**config.mk**
```make
export PLATFORM = sky130hd
export DESIGN_NAME = psum_accumulator_flat
export DESIGN_NICKNAME = d
export VERILOG_FILES = /design/src/rtl/psum_accumulator_if.sv /design/src/rtl/psum_accumulator.sv /design/src/flat_wrapper.sv
export SDC_FILE = /design/constraint.sdc
export NUM_CORES = 1
export LEC_CHECK = 0
export BUFFER_PORTS_ARGS = -buffer_cell sky130_fd_sc_hd__buf_2
export CORE_MARGIN = 8
export CORE_UTILIZATION = 55
export CTS_BUF_LIST = sky130_fd_sc_hd__clkbuf_8
export DETAILED_ROUTE_END_ITERATION = 6
export GPL_ROUTABILITY_DRIVEN = 0
export HOLD_SLACK_MARGIN = 0.12
export PLACE_DENSITY = 0.85
export SYNTH_ARGS = -nofsm -noshare
export SYNTH_HDL_FRONTEND = slang
export SYNTH_SLANG_ARGS = --single-unit
```
**constraint.sdc**
```tcl
create_clock -name clk -period 9.8 [get_ports clk]
set_clock_uncertainty 0.05 [all_clocks]
set_input_delay 1.96 -clock clk [delete_from_list [all_inputs] [get_ports clk]]
set_output_delay 1.96 -clock clk [all_outputs]
set_load 0.05 [all_outputs]
```
**src/rtl/psum_accumulator_if.sv**
```systemverilog
// Bundle between the CIM macro PSUM stream, the accumulator and its result consumer.
// Both the psum beat channel and the acc result channel use one rule:
// a transfer happens on a rising edge where valid && ready are both high.
// The sender holds its payload and valid until that edge, and ready may depend on valid.
interface psum_accumulator_if #(
  parameter int LANES  = 8,
  parameter int PSUM_W = 14,
  parameter int ACC_W  = 20,
  parameter int CNT_W  = 7
) ();
  logic [LANES*PSUM_W-1:0] psum_in;
  logic                    psum_valid;
  logic                    psum_first;
  logic                    psum_last;
  logic                    psum_ready;
  logic [LANES*ACC_W-1:0]  acc_out;
  logic [CNT_W-1:0]        acc_count;
  logic                    acc_ovf;
  logic                    acc_valid;
  logic                    acc_ready;

  // master: macro-side producer plus result consumer; slave: the accumulator
  modport master (
    output psum_in, psum_valid, psum_first, psum_last, acc_ready,
    input  psum_ready, acc_out, acc_count, acc_ovf, acc_valid
  );

  modport slave (
    input  psum_in, psum_valid, psum_first, psum_last, acc_ready,
    output psum_ready, acc_out, acc_count, acc_ovf, acc_valid
  );
endinterface

```
**src/rtl/psum_accumulator.sv**
```systemverilog
// Multi-pass partial-sum accumulator behind the CIM macro, with a valid/ready result register.
// Optional macro PSUM_SAT_EN: lanes clamp at all-ones on overflow instead of wrapping.
module psum_accumulator #(
  parameter int LANES  = 8,
  parameter int PSUM_W = 14,
  parameter int ACC_W  = 20,
  parameter int CNT_W  = 7
) (
  input  logic              clk,
  input  logic              rst_n,
  psum_accumulator_if.slave bus,
  output logic              proto_err,
  output logic              busy
);

  typedef enum logic {
    IDLE  = 1'b0,
    ACCUM = 1'b1
  } state_t;

  state_t state_q, state_d;

  logic [ACC_W-1:0] acc_q     [LANES];
  logic [ACC_W-1:0] lane_base [LANES];
  logic [ACC_W:0]   wide_sum  [LANES];
  logic [ACC_W-1:0] lane_sum  [LANES];
  logic [LANES-1:0] lane_carry;
  logic [LANES*ACC_W-1:0] sum_flat;

  logic [CNT_W-1:0] cnt_q;
  logic [CNT_W-1:0] cnt_base;
  logic [CNT_W-1:0] cnt_next;
  logic             cnt_full;
  logic             grp_ovf_q;
  logic             grp_ovf_sum;

  logic [LANES*ACC_W-1:0] out_q;
  logic [CNT_W-1:0]       out_cnt_q;
  logic                   out_ovf_q;
  logic                   out_valid_q;
  logic                   proto_err_q;

  logic psum_ready;
  logic accept;
  logic restart;
  logic emit;
  logic load_grp;
  logic err_beat;

  assign psum_ready = !out_valid_q || bus.acc_ready;
  assign accept     = bus.psum_valid && psum_ready;
  // A beat in IDLE always opens a group, even if psum_first was not raised
  assign restart    = bus.psum_first || (state_q == IDLE);

  always_comb begin : lane_math
    lane_carry = '0;
    sum_flat   = '0;
    for (int k = 0; k < LANES; k++) begin
      lane_base[k]  = restart ? '0 : acc_q[k];
      wide_sum[k]   = {1'b0, lane_base[k]} +
                      {{(ACC_W + 1 - PSUM_W){1'b0}}, bus.psum_in[k*PSUM_W +: PSUM_W]};
      lane_carry[k] = wide_sum[k][ACC_W];
`ifdef PSUM_SAT_EN
      // A clamped lane only ever adds non-negative values, so it stays clamped
      lane_sum[k]   = lane_carry[k] ? '1 : wide_sum[k][ACC_W-1:0];
`else
      lane_sum[k]   = wide_sum[k][ACC_W-1:0];
`endif
      sum_flat[k*ACC_W +: ACC_W] = lane_sum[k];
    end
  end

  always_comb begin : group_math
    grp_ovf_sum = (restart ? 1'b0 : grp_ovf_q) | (|lane_carry);
    cnt_base    = restart ? '0 : cnt_q;
    cnt_full    = (cnt_base == {CNT_W{1'b1}});
    cnt_next    = cnt_full ? cnt_base : cnt_base + CNT_W'(1);
  end

  always_ff @(posedge clk or negedge rst_n) begin : state_reg
    if (!rst_n) begin
      state_q <= IDLE;
    end else begin
      state_q <= state_d;
    end
  end

  always_comb begin : fsm_next
    state_d  = state_q;
    emit     = 1'b0;
    load_grp = 1'b0;
    err_beat = 1'b0;
    if (accept) begin
      case (state_q)
        IDLE:    err_beat = !bus.psum_first || cnt_full;
        ACCUM:   err_beat = bus.psum_first || cnt_full;
        default: err_beat = 1'b0;
      endcase
      if (bus.psum_last) begin
        emit    = 1'b1;
        state_d = IDLE;
      end else begin
        load_grp = 1'b1;
        state_d  = ACCUM;
      end
    end
  end

  always_ff @(posedge clk or negedge rst_n) begin : group_regs
    if (!rst_n) begin
      for (int k = 0; k < LANES; k++) begin
        acc_q[k] <= '0;
      end
      cnt_q     <= '0;
      grp_ovf_q <= 1'b0;
    end else if (emit) begin
      for (int k = 0; k < LANES; k++) begin
        acc_q[k] <= '0;
      end
      cnt_q     <= '0;
      grp_ovf_q <= 1'b0;
    end else if (load_grp) begin
      for (int k = 0; k < LANES; k++) begin
        acc_q[k] <= lane_sum[k];
      end
      cnt_q     <= cnt_next;
      grp_ovf_q <= grp_ovf_sum;
    end
  end

  // Result register: an emit on the same edge as a consumer take simply reloads it
  always_ff @(posedge clk or negedge rst_n) begin : out_regs
    if (!rst_n) begin
      out_q       <= '0;
      out_cnt_q   <= '0;
      out_ovf_q   <= 1'b0;
      out_valid_q <= 1'b0;
    end else if (emit) begin
      out_q       <= sum_flat;
      out_cnt_q   <= cnt_next;
      out_ovf_q   <= grp_ovf_sum;
      out_valid_q <= 1'b1;
    end else if (bus.acc_ready) begin
      out_valid_q <= 1'b0;
    end
  end

  always_ff @(posedge clk or negedge rst_n) begin : err_reg
    if (!rst_n) begin
      proto_err_q <= 1'b0;
    end else if (err_beat) begin
      proto_err_q <= 1'b1;
    end
  end

  assign bus.psum_ready = psum_ready;
  assign bus.acc_out    = out_q;
  assign bus.acc_count  = out_cnt_q;
  assign bus.acc_ovf    = out_ovf_q;
  assign bus.acc_valid  = out_valid_q;
  assign proto_err      = proto_err_q;
  assign busy           = (state_q == ACCUM);

  ap_hold_stable: assert property (@(posedge clk) disable iff (!rst_n)
    (out_valid_q && !bus.acc_ready) |=> (out_valid_q && $stable(out_q) && $stable(out_cnt_q)));

endmodule
```
**src/flat_wrapper.sv**
```systemverilog
// flat-port wrapper written by rule: the top's interface ports become plain ports
module psum_accumulator_flat 
#(
  parameter int LANES  = 8,
  parameter int PSUM_W = 14,
  parameter int ACC_W  = 20,
  parameter int CNT_W  = 7
)
  (clk, rst_n, proto_err, busy, bus_psum_in, bus_psum_valid, bus_psum_first, bus_psum_last, bus_acc_ready, bus_psum_ready, bus_acc_out, bus_acc_count, bus_acc_ovf, bus_acc_valid);
  psum_accumulator_if #(.LANES(LANES), .PSUM_W(PSUM_W), .ACC_W(ACC_W), .CNT_W(CNT_W)) bus_i ();
  input  logic clk;
  input  logic rst_n;
  output logic proto_err;
  output logic busy;
  input wire logic [$bits(bus_i.psum_in)-1:0] bus_psum_in;
  input wire logic [$bits(bus_i.psum_valid)-1:0] bus_psum_valid;
  input wire logic [$bits(bus_i.psum_first)-1:0] bus_psum_first;
  input wire logic [$bits(bus_i.psum_last)-1:0] bus_psum_last;
  input wire logic [$bits(bus_i.acc_ready)-1:0] bus_acc_ready;
  output wire logic [$bits(bus_i.psum_ready)-1:0] bus_psum_ready;
  output wire logic [$bits(bus_i.acc_out)-1:0] bus_acc_out;
  output wire logic [$bits(bus_i.acc_count)-1:0] bus_acc_count;
  output wire logic [$bits(bus_i.acc_ovf)-1:0] bus_acc_ovf;
  output wire logic [$bits(bus_i.acc_valid)-1:0] bus_acc_valid;
  assign bus_i.psum_in = bus_psum_in;
  assign bus_i.psum_valid = bus_psum_valid;
  assign bus_i.psum_first = bus_psum_first;
  assign bus_i.psum_last = bus_psum_last;
  assign bus_i.acc_ready = bus_acc_ready;
  assign bus_psum_ready = bus_i.psum_ready;
  assign bus_acc_out = bus_i.acc_out;
  assign bus_acc_count = bus_i.acc_count;
  assign bus_acc_ovf = bus_i.acc_ovf;
  assign bus_acc_valid = bus_i.acc_valid;
  psum_accumulator #(.LANES(LANES), .PSUM_W(PSUM_W), .ACC_W(ACC_W), .CNT_W(CNT_W)) u_core (.clk(clk), .rst_n(rst_n), .bus(bus_i), .proto_err(proto_err), .busy(busy));
endmodule
```
Yosys cells after proc, flatten, opt, wreduce, memory -nomap -nowiden
Cells that the tools add are included.

word-level totals
  register bits after elaboration = 339
  bits of input ports = 118
  output and inout port bits = 172

cells by class
  $add $sub $neg = 9
  equality and inequality tests = 1
  multiplexer cells = 25
  bitwise gates (word level) = 2
  reductions and logical operators = 10

operators with widths
  kind                   number
  $mux W160              2
  $add A20 B14 Y21       8
  $mux W20               8
  $mux W7                4
  $mux W1                10
  $reduce_or A8 Y1       1
  $add A7 B1 Y7 const B  1
  $eq A7 B7 Y1 const B   1
  $logic_or A1 B1 Y1     4
  $reduce_bool A2 Y1     2
  $logic_not A1 Y1       2
  $pmux W1 S2            1
  $logic_and A1 B1 Y1    1
  $not A1 Y1             1
  $or A1 B1 Y1           1

Depth between registers and ports, before layout
  depth in word-level cells = 8
  gate-level depth with buffers = 19

Worst setup path before layout
OpenSTA, ideal clock, no wires.

  path type = input-to-reg
  from = in bus_psum_first
  to = reg u_core.acc_q[156] (netlist name)
  setup time = 0.121 ns
  data arrival time = 5.415 ns
  setup slack = 4.214 ns
  cell stages on the path = 19
  path buffers = 6
  cells stage by stage = inv_1 > ha_1 > buf_2 > clkbuf_1 > buf_2 > buf_2 > buf_1 > clkbuf_1 > and2_1 > ha_1 > fa_1 > a21o_1 > nand4_1 > and3_1 > o311a_1 > o21ai_2 > and3_1 > o21ai_0 > a22o_1

on the way
  longest elaborated chain between the ends = 5

RTL lines
  what                           RTL line                 text
  start, declared                flat_wrapper.sv:17       input wire logic [$bits(bus_i.psum_first)-1:0] bus_psum_first;
  $logic_or A1 B1 Y1             psum_accumulator.sv:53   assign restart = bus.psum_first || (state_q == IDLE);
  $mux W20                       psum_accumulator.sv:59   lane_base[k] = restart ? '0 : acc_q[k];
  $add A20 B14 Y21               psum_accumulator.sv:60   wide_sum[k] = {1'b0, lane_base[k]} +
  $mux W160                      psum_accumulator.sv:122  end else if (load_grp) begin
  $mux W160                      psum_accumulator.sv:116  end else if (emit) begin
  end signal, assigned by index  psum_accumulator.sv:124  acc_q[k] <= lane_sum[k];
  end, declared                  psum_accumulator.sv:23   logic [ACC_W-1:0] acc_q [LANES];

Every way passes these cells. The select of a mux whose other input is x is not followed.
A chain may end at the register's enable or synchronous reset.

Worst setup path in the final report
  from = in bus_psum_first
  to = reg u_core.acc_q[19] (netlist name)

Same word-level chain as after synthesis.

==> out/qor.yml <==
placed_design:
  dp_hpwl_um: 37630
  placed_area_sq_mm: 0.02159
  numPortBuffers: 289
  dpl.cell_count: 2843
drt:
  drc: 0
  vias: 17320
  vias_per_cell: 5.873
  wl_per_cell_um: 18.86
  first_iter_violations: 1013
  drtAntennaViolNets: 0
  wirelength_um: 55620
  firstDrtPassIters: 5
cells_and_area:
  nNetsFinal: 2682
  layout_common_cells: "nand2_1, dfrtp_1, buf_2"
  fillers: 2856
  final_cells: 2949
  layout-drive-gt1-share_pct: 18.09
  antennaDiodeCount: 0
  fin_area_sq_mm: 0.02285
  final_common_cell: "nand2_1"
  fin_util_pct: 64.40
  area_growth_pct: 15.45
outcome:
  status: "finished clean"
setup_path:
  arrival_ns: 6.18
  start_kind: "input pin"
  critPathMaxFanout: 53
  cp-end-kind: "flop"
  crit_type: "in2reg"
  worstPathRequired_ns: 10.31
cts:
  htree_num_levels: 2
  ctsHoldBuffers: 0
  clock_latency_ns: 0.65
  cts_buffers: 58
  cts_buffer_depth: 3
  cts_root_buf: "clkbuf_8"
  cts_resized: 0
  cts_tree: "done"
  path_clk_slew_ns: 0.06
  cts_setup_buffers: 0
  cts_sinks: 339
worst_hold_path:
  hp-class: "reg2reg"
logic_synthesis:
  syn_nets: 2423
  yosys_warnings: 0
  ys_seq_area_share_pct: 42.86
  synth_cells: 2183
  synth_area_sq_mm: 0.01979
  async_flop_share_pct: 100.0
  synth_cell_types: 79
  synth_seq_cells: 339
  synthFlopType: "dfrtp_1"
  syn_area_per_cell_sq_um: 9.067
  synth_edf_count: 0
timing:
  rsz0062_at_grt: "false"
  fin_crit_ns: 5.668
  fmax_ghz: 0.1764
  hold_viol_final: 0
  max-slew-margin-rel_pct: 23.98
  finalMaxSlewViolations: 0
  holdWs_ns: 0.4106
  finalCritPeriodShare_pct: 57.84
  setup_viol: 0
  worst_slew_pin_slew_ns: 1.139
  fin_tns_setup_ns: 0
flow_run:
  max_cap_viol_count: 0
power_and_ir_drop:
  powerDensity_mw_per_mm2: 180.1
  peakVddDrop_mv: 0.2004
  p_leak_uw: 0.01125
grt:
  grt_antenna_before_repair: 1
  use_met3_pct: 6.439
  grt.busiest_layer: "met2"
  use_met2_pct: 41.61
  grt_pass1_vias: 17900
  met1_usage_pct: 33.24
  grt_max_degree: 143
  track_usage_pct: 26.11
  grt_pass1_wl_um: 90090
  grt_overflow: 0
floorplan:
  fp-row-count: 69
  fp.coreArea_sq_mm: 0.03548
  initial_core_util_pct: 55.78
  die_w_um: 205.7
  ios: 290
  die-area_sq_mm: 0.04231
  die_y_um: 205.7
-- stage by stage --
stage	total power, uW	setup slack [ns]
after floorplan	2459	4.214
after detailed placement	2775	3.524
final	4115	4.132
after global routing	4313	3.876
after global placement	2743	3.626
after CTS	4154	4.210
-- layout make-up --
class	instances	area (sq um)	area share (%)
Clock buffer	84	1156	5.059
Clock inverter	22	103.9	0.4545
Inverter	41	153.9	0.6735
Multi-Input combinational cell	1700	10810	47.31
Sequential cell	339	8483	37.12
Tap cell	461	576.8	2.524
Timing Repair Buffer	302	1567	6.855
-- per-layer routing --
layer	share of wire [%]	vias to the layer above
met1	42	8260
met2	45	726
met3	8.6	156
met5	0.016	-
li1	-	8176
met4	4.1	2
-- worst paths after layout --
path | from | endpoint | slack, ns | cells after the start
setup / recovery | bus_psum_first | u_core.acc_q[19] | 4.13 | 10
hold / removal | u_core.acc_q[140] | u_core.acc_q[140] | 0.41 | 2
setup reg to reg | u_core.busy | u_core.acc_q[19] | 5.23 | 8
hold reg to reg | u_core.acc_q[140] | u_core.acc_q[140] | 0.41 | 2
max in group asynchronous | rst_n | u_core.bus.acc_out[141] | 6.70 | 2
min in group asynchronous | rst_n | u_core.acc_q[83] | 1.30 | 1
-- state kept, by name (all words and copies together), names as in the netlist --
name,cells
u_core.acc_q,160
u_core.bus.acc_ovf,1
u_core.proto_err,1
u_core.bus.acc_out,160
u_core.grp_ovf_q,1
u_core.busy,1
u_core.cnt_q,7
u_core.bus.acc_count,7
u_core.bus.acc_valid,1
-- critical path, stage by stage --
cell and delay [ns]:
buf_2 0.10, inv_1 0.08, ha_4 0.50, buf_4 0.55
inv_1 0.46, nor2_2 1.00, nand2_1 0.76, nor4b_1 0.49
a22oi_1 0.12, o21ai_0 0.13
-- cell usage after synthesis (all sizes together) (3+ instances only) --
library cell	count	share of area [%]
nor3	29	0.76
nor3b	5	0.19
xor2	49	2.2
or4	5	0.19
xnor2	97	4.3
nand3b	16	0.61
o31ai	31	1.2
nand2	430	8.2
a22o	65	2.9
buf	13	0.27
nand2b	16	0.51
and3	19	0.63
ha	114	7.2
and2	131	4.1
or3	12	0.40
nand3	36	0.91
a31o	4	0.18
nand4	23	0.73
o2111ai	3	0.13
a21o	39	1.5
a21boi	3	0.11
mux2i	3	0.15
a31oi	11	0.42
clkbuf	90	1.7
or2	8	0.25
o211ai	11	0.42
a41o	3	0.15
fa	8	0.81
a21oi	102	2.6
o21a	19	0.76
a41oi	6	0.27
nor4b	4	0.18
mux2	16	0.91
dfrtp	339	43
nor4	5	0.16
nor2	91	1.7
a22oi	5	0.19
a211oi	15	0.62
o21bai	16	0.61
a221oi	3	0.16
o22ai	8	0.28
inv	41	0.78
o21ai	198	5.1
nor2b	12	0.38
-- kinds of logic after synthesis --
group | after synthesis | synth area share [%]
and+or+nand+nor | 847 | 20.13
AOI/OAI and AO/OA | 566 | 18.71
DFF | 339 | 42.86
xor gates and xnor gates | 146 | 6.461
buffers and inverters | 144 | 2.756
adders and majority gates | 122 | 8.016
muxes | 19 | 1.062
-- power by group --
group,switching (uW),internal (uW),total [uW]
clock,607,754,1360
combinational,792,301,1090
sequential,91.9,1570,1660
total,1490,2620,4120
No activity file was read; power rests on OpenSTA's default activity.
